$ cat src/rtl/grav_pkg.sv
// rtl/grav_pkg.sv - shared constants, state encoding and pair table for the gravity sequencer/datapath
package grav_pkg;

  // Ordered planet pairs visited per sweep (AB AC BA BC CA CB)
  localparam int NUM_PAIRS = 6;
  localparam int LAST_PAIR = NUM_PAIRS - 1;

  // Width of the relation counter and of a planet index
  localparam int REL_W = 3;
  localparam int IDX_W = 2;

  // Sequencer states
  typedef enum logic [1:0] {
    ST_IDLE  = 2'd0,
    ST_POS   = 2'd1,
    ST_SWEEP = 2'd2
  } seq_state_t;

  // Planet indices
  localparam logic [IDX_W-1:0] PLANET_A = 2'd0;
  localparam logic [IDX_W-1:0] PLANET_B = 2'd1;
  localparam logic [IDX_W-1:0] PLANET_C = 2'd2;

  // Relation numbers, in sweep order
  localparam logic [REL_W-1:0] PAIR_AB = 3'd0;
  localparam logic [REL_W-1:0] PAIR_AC = 3'd1;
  localparam logic [REL_W-1:0] PAIR_BA = 3'd2;
  localparam logic [REL_W-1:0] PAIR_BC = 3'd3;
  localparam logic [REL_W-1:0] PAIR_CA = 3'd4;
  localparam logic [REL_W-1:0] PAIR_CB = 3'd5;

  // Accelerated planet p and attracting planet q of one relation
  typedef struct packed {
    logic [IDX_W-1:0] p;
    logic [IDX_W-1:0] q;
  } pair_t;

  // Relation number -> (p, q); unused codes map to (A, A)
  function automatic pair_t pair_lookup(input logic [REL_W-1:0] rel);
    pair_t pr;
    case (rel)
      PAIR_AB: pr = '{p: PLANET_A, q: PLANET_B};
      PAIR_AC: pr = '{p: PLANET_A, q: PLANET_C};
      PAIR_BA: pr = '{p: PLANET_B, q: PLANET_A};
      PAIR_BC: pr = '{p: PLANET_B, q: PLANET_C};
      PAIR_CA: pr = '{p: PLANET_C, q: PLANET_A};
      PAIR_CB: pr = '{p: PLANET_C, q: PLANET_B};
      default: pr = '{p: PLANET_A, q: PLANET_A};
    endcase
    return pr;
  endfunction

endpackage

$ cat src/rtl/pair_index_decoder.sv
// rtl/pair_index_decoder.sv - relation number to (accelerated, attracting) planet index decoder
module pair_index_decoder
  import grav_pkg::*;
(
  input  logic [REL_W-1:0] i_rel,
  output logic [IDX_W-1:0] o_p_idx,
  output logic [IDX_W-1:0] o_q_idx
);

  pair_t w_pair;

  // Pure table lookup; shared with the gravity datapath so both sides agree on pair order
  always_comb begin
    w_pair  = pair_lookup(i_rel);
    o_p_idx = w_pair.p;
    o_q_idx = w_pair.q;
  end

endmodule

$ cat src/rtl/gravity_sequencer.sv
// rtl/gravity_sequencer.sv - frame scheduler for the three-body datapath; GRAV_SEQ_SINGLE_STEP_EN adds a paused single-step button
module gravity_sequencer #(
  parameter int NUM_PAIRS = 6,
  parameter int DIV_W     = 4
) (
  input  logic             i_clk,
  input  logic             i_reset,
  input  logic             i_frame_tick,
  input  logic             i_blanking,
  input  logic             i_run,
  input  logic [DIV_W-1:0] i_speed,
  input  logic             i_step_btn,
  output logic             o_pos_update,
  output logic             o_vel_step,
  output logic [1:0]       o_p_idx,
  output logic [1:0]       o_q_idx,
  output logic             o_axis,
  output logic             o_busy,
  output logic             o_overrun
);

  import grav_pkg::*;

  localparam logic [REL_W-1:0] LAST_REL = REL_W'(NUM_PAIRS - 1);

  seq_state_t       r_state;
  logic [REL_W-1:0] r_rel;
  logic             r_axis;
  logic             r_pos_update;
  logic             r_overrun;
  logic [DIV_W-1:0] r_div_cnt;

  logic             w_idle;
  logic             w_sweep;
  logic             w_tick_idle;
  logic             w_div_zero;
  logic             w_fire_div;
  logic             w_fire;
  logic             w_vel_step;
  logic [IDX_W-1:0] w_p_idx;
  logic [IDX_W-1:0] w_q_idx;

  assign w_idle      = (r_state == ST_IDLE);
  assign w_sweep     = (r_state == ST_SWEEP);
  assign w_tick_idle = i_frame_tick & w_idle;
  assign w_div_zero  = (r_div_cnt == '0);
  assign w_fire_div  = w_tick_idle & i_run & w_div_zero;
  // Micro-steps only advance while the beam is blanked, so the datapath never races the display
  assign w_vel_step  = w_sweep & i_blanking;

`ifdef GRAV_SEQ_SINGLE_STEP_EN
  logic r_btn_meta;
  logic r_btn_sync;
  logic r_btn_prev;
  logic r_pending;
  logic w_btn_rise;

  // Two-flop synchronizer for the asynchronous button, plus one delay flop for edge detection
  always_ff @(posedge i_clk or posedge i_reset) begin
    if (i_reset) begin
      r_btn_meta <= 1'b0;
      r_btn_sync <= 1'b0;
      r_btn_prev <= 1'b0;
    end else begin
      r_btn_meta <= i_step_btn;
      r_btn_sync <= r_btn_meta;
      r_btn_prev <= r_btn_sync;
    end
  end

  assign w_btn_rise = r_btn_sync & ~r_btn_prev;

  // Hold a paused single-step request until an idle frame tick consumes it; presses while running are ignored
  always_ff @(posedge i_clk or posedge i_reset) begin
    if (i_reset) begin
      r_pending <= 1'b0;
    end else if (w_btn_rise && !i_run) begin
      r_pending <= 1'b1;
    end else if (w_fire) begin
      r_pending <= 1'b0;
    end
  end

  assign w_fire = w_fire_div | (w_tick_idle & r_pending);
`else
  logic w_unused_step_btn;
  assign w_unused_step_btn = i_step_btn;
  assign w_fire            = w_fire_div;
`endif

  // Frame divider: reload on every fire, count down on idle ticks while running, hold while paused
  always_ff @(posedge i_clk or posedge i_reset) begin
    if (i_reset) begin
      r_div_cnt <= '0;
    end else if (w_fire) begin
      r_div_cnt <= i_speed;
    end else if (w_tick_idle && i_run && !w_div_zero) begin
      r_div_cnt <= r_div_cnt - 1'b1;
    end
  end

  // Main sequence: one position-update cycle, then the ordered pair/axis sweep
  always_ff @(posedge i_clk or posedge i_reset) begin
    if (i_reset) begin
      r_state      <= ST_IDLE;
      r_rel        <= '0;
      r_axis       <= 1'b0;
      r_pos_update <= 1'b0;
    end else begin
      r_pos_update <= 1'b0;
      case (r_state)
        ST_IDLE: begin
          if (w_fire) begin
            r_state      <= ST_POS;
            r_pos_update <= 1'b1;
          end
        end
        ST_POS: begin
          r_state <= ST_SWEEP;
          r_rel   <= '0;
          r_axis  <= 1'b0;
        end
        ST_SWEEP: begin
          if (w_vel_step) begin
            if (!r_axis) begin
              r_axis <= 1'b1;
            end else begin
              r_axis <= 1'b0;
              if (r_rel == LAST_REL) begin
                r_rel   <= '0;
                r_state <= ST_IDLE;
              end else begin
                r_rel <= r_rel + 1'b1;
              end
            end
          end
        end
        default: begin
          r_state <= ST_IDLE;
          r_rel   <= '0;
          r_axis  <= 1'b0;
        end
      endcase
    end
  end

  // A frame tick that lands mid-sequence means the physics could not keep up; latch it until reset
  always_ff @(posedge i_clk or posedge i_reset) begin
    if (i_reset) begin
      r_overrun <= 1'b0;
    end else if (i_frame_tick && !w_idle) begin
      r_overrun <= 1'b1;
    end
  end

  pair_index_decoder u_pair_dec (
    .i_rel   (r_rel),
    .o_p_idx (w_p_idx),
    .o_q_idx (w_q_idx)
  );

  // Indices are only meaningful during the sweep; park them at A outside it
  assign o_p_idx      = w_sweep ? w_p_idx : PLANET_A;
  assign o_q_idx      = w_sweep ? w_q_idx : PLANET_A;
  assign o_axis       = r_axis;
  assign o_pos_update = r_pos_update;
  assign o_vel_step   = w_vel_step;
  assign o_busy       = ~w_idle;
  assign o_overrun    = r_overrun;

endmodule

$ cat config.mk
export PLATFORM = sky130hd
export DESIGN_NAME = gravity_sequencer
export DESIGN_NICKNAME = d
export VERILOG_FILES = /design/src/rtl/grav_pkg.sv /design/src/rtl/pair_index_decoder.sv /design/src/rtl/gravity_sequencer.sv
export SDC_FILE = /design/constraint.sdc
export NUM_CORES = 1
export LEC_CHECK = 0
export ABC_AREA = 1
export CELL_PAD_IN_SITES_DETAIL_PLACEMENT = 0
export CELL_PAD_IN_SITES_GLOBAL_PLACEMENT = 1
export CORE_ASPECT_RATIO = 1.4
export CORE_MARGIN = 8
export CORE_UTILIZATION = 36
export CTS_CLUSTER_DIAMETER = 50
export CTS_CLUSTER_SIZE = 16
export DETAILED_ROUTE_END_ITERATION = 16
export GPL_TIMING_DRIVEN = 0
export PLACE_DENSITY = 0.92
export SLEW_MARGIN = 40
export SYNTH_ARGS = -nofsm -noshare
export SYNTH_HDL_FRONTEND = slang
export SYNTH_HIERARCHICAL = 1
export SYNTH_SLANG_ARGS = --single-unit
$ cat constraint.sdc
create_clock -name i_clk -period 1.9 [get_ports i_clk]
set_clock_uncertainty 0.05 [all_clocks]
set_input_delay 0.38 -clock i_clk [delete_from_list [all_inputs] [get_ports i_clk]]
set_output_delay 0.38 -clock i_clk [all_outputs]
set_load 0.02 [all_outputs]
==> out/results.tsv <==
metric	value	unit
hold_path.class	in2async	
intPower	688.4	uW
cts_buffers	3	
yosysSeqAreaShare	0.3785	
grt_setup_unrepaired	false	
h-tree-depth	1	
hpwlAfterDp	1360	um
p_clk_frac	0.113	
relSlewSlack	0.6771	
grt.overflow.total	0	
fin_cells	154	
peakVddDrop	0.0005512	V
cts_tree	done	
syn_inst	112	
cp-start-kind	input port	
grt_max_degree	13	
syn2layout_area_growth	25.24	%
dieWidth	55.67	um
initial_utilization	0.3729	
syn_area	793.3	um2
via_count	726	
core_area	2127	um2
route.detailed.drc	0	
grt_pass1_wl	3111	um
layout_commonest_cell	nand2_1	
clk_pin_slew_worst_paths	0.07	ns
power.total	1343	uW
maxSlewViolCount	0	
antenna_found_initial	0	
p_switching	655.0	uW
crit_fanout	2	
ys_top_cells_by_area	dfrtp_1 38%, nand2_1 13%, inv_1 9.5%	
hold_violations	0	
clock_latency	0.27	ns
cap_violations	0	
synth_nets	124	
viasPerCell	4.714	
status	complete, no violations	
ios	19	
nets	146	
worstPathRequired	1.47	ns
sw_frac_of_total	0.4876	
die-area	3983	um2
yosysWarnings	6	
dp.cells	151	
layout_common_cells	27 x nand2_1, 20 x inv_1, 16 x nor2_1	
period_share	0.9285	
powerDensity	1352	nW/um2
die_h	71.54	um
grt.total_usage	0.09399	
synth_top_cell_by_area	dfrtp_1	
comb_power_share	0.551	
path_class	in2out	
fin_setup_tns	0	ns
cts_root_buffer	clkbuf_4	
rows	20	
wl	1700	um
fin_crit	1.764	ns
clockBufferDepth	2	
place.gp.congestion	0.7073	
synth_seq_cells	12	
diodes	0	
drtIter0Drc	14	
whs	0.3788	ns
p_leak	0.0005177	uW
avgSynthCellArea	7.083	um2
cp.arrival	1.33	ns
power_frac_seq	0.336	
wl_per_cell	11.04	um
yosysTopAreaCellShare	0.3785	
yosysUniqueCellTypes	19	
drtPass1Iterations	4	
final_antenna_net_count	0	
worst_setup_path_end_kind	output port	
cts.sinks	12	
setup_viol	0	
fmax	566.8	MHz
worst_slew_pin_slew	0.4838	ns
drive_above_1_share	0.2045	
grt_pass1_vias	760	
io_buffers	17	
==> flip-flops by register name, summed over array words and instances, names as in the netlist <==
signal,count
o_pos_update,1
r_rel,3
o_axis,1
r_state,2
r_div_cnt,4
o_overrun,1
==> through the flow <==
| step | cell area, um2 | utilization | setup WS [ns] |
|---|---|---|---|
| 2_1_floorplan | 793.3 | - | 0.5227 |
| 3_3_place_gp | 991.0 | 0.4659 | -0.1568 |
| 3_5_place_dp | 991.0 | 0.4659 | -0.1558 |
| 4_1_cts | 1007 | 0.4735 | 0.01613 |
| 5_1_grt | 993.5 | 0.4671 | 0.04394 |
| 6_report | 993.5 | 0.4671 | 0.1358 |
==> cells in the mapped netlist, drive strengths merged <==
library cell,instances
o21ai,4
nand2,32
nor2,22
inv,25
dfrtp,12
nand3,10
ha,2
xor2,1
nor3,1
a21oi,2
a21o,1
==> final timing paths <==
kind,from,to,slack (ns),depth (start not counted)
worst max-delay path,i_blanking,o_vel_step,0.14,4
worst min register to register,o_overrun,o_overrun,0.41,1
worst max register to register,r_div_cnt[0],r_div_cnt[1],0.47,7
worst min-delay path,i_reset,r_rel[2],0.38,2
min in group i_clk,o_overrun,o_overrun,0.41,1
max in group asynchronous,i_reset,r_state[0],1.07,2
==> metal layers <==
layer | share of wire | GRT usage | routed length [um]
met5 | 0 | 0 | 0
met2 | 0.55 | 0.1775 | 936
met4 | 0.010 | 0.05769 | 17
met3 | 0.044 | 0.02297 | 75
met1 | 0.39 | 0.08718 | 670
==> worst max-delay path, cell delays in order <==
cell and delay (ns):
clkdlybuf4s50_1 0.47, nand2_1 0.07, nor2_1 0.08, dlygate4sd2_1 0.33
==> area by class of cell <==
class,instances,area (um2)
fillers,225,1134
multi-input cells,75,394.1
flip-flops and latches,12,302.8
repair buffers,17,147.6
inverters,25,98.84
well taps,22,27.53
clock buffers,3,22.52
==> kinds of logic after synthesis <==
group | Yosys count | synth area share
xor+xnor | 1 | 0.01104
simple gates | 65 | 0.3912
fa+ha+maj | 2 | 0.03154
compound gates | 7 | 0.06309
flops | 12 | 0.3786
buf+inv | 25 | 0.1246
==> power by group through the flow <==
stage / Combinational [uW] / Sequential [uW] / Clock (uW)
2_1_floorplan: 550 / 442 / 0
3_3_place_gp: 767 / 447 / 0
3_5_place_dp: 788 / 454 / 0
4_1_cts: 755 / 449 / 162
5_1_grt: 852 / 467 / 173
6_report: 740 / 451 / 152
==> repair_timing <==
item                       CTS  global route
setup endpoints to repair    6             4
hold buffers                 0             0
gates resized for setup      7             9
gates cloned                 0             0
setup buffers                0             0
No activity file was read; power rests on OpenSTA's default activity.
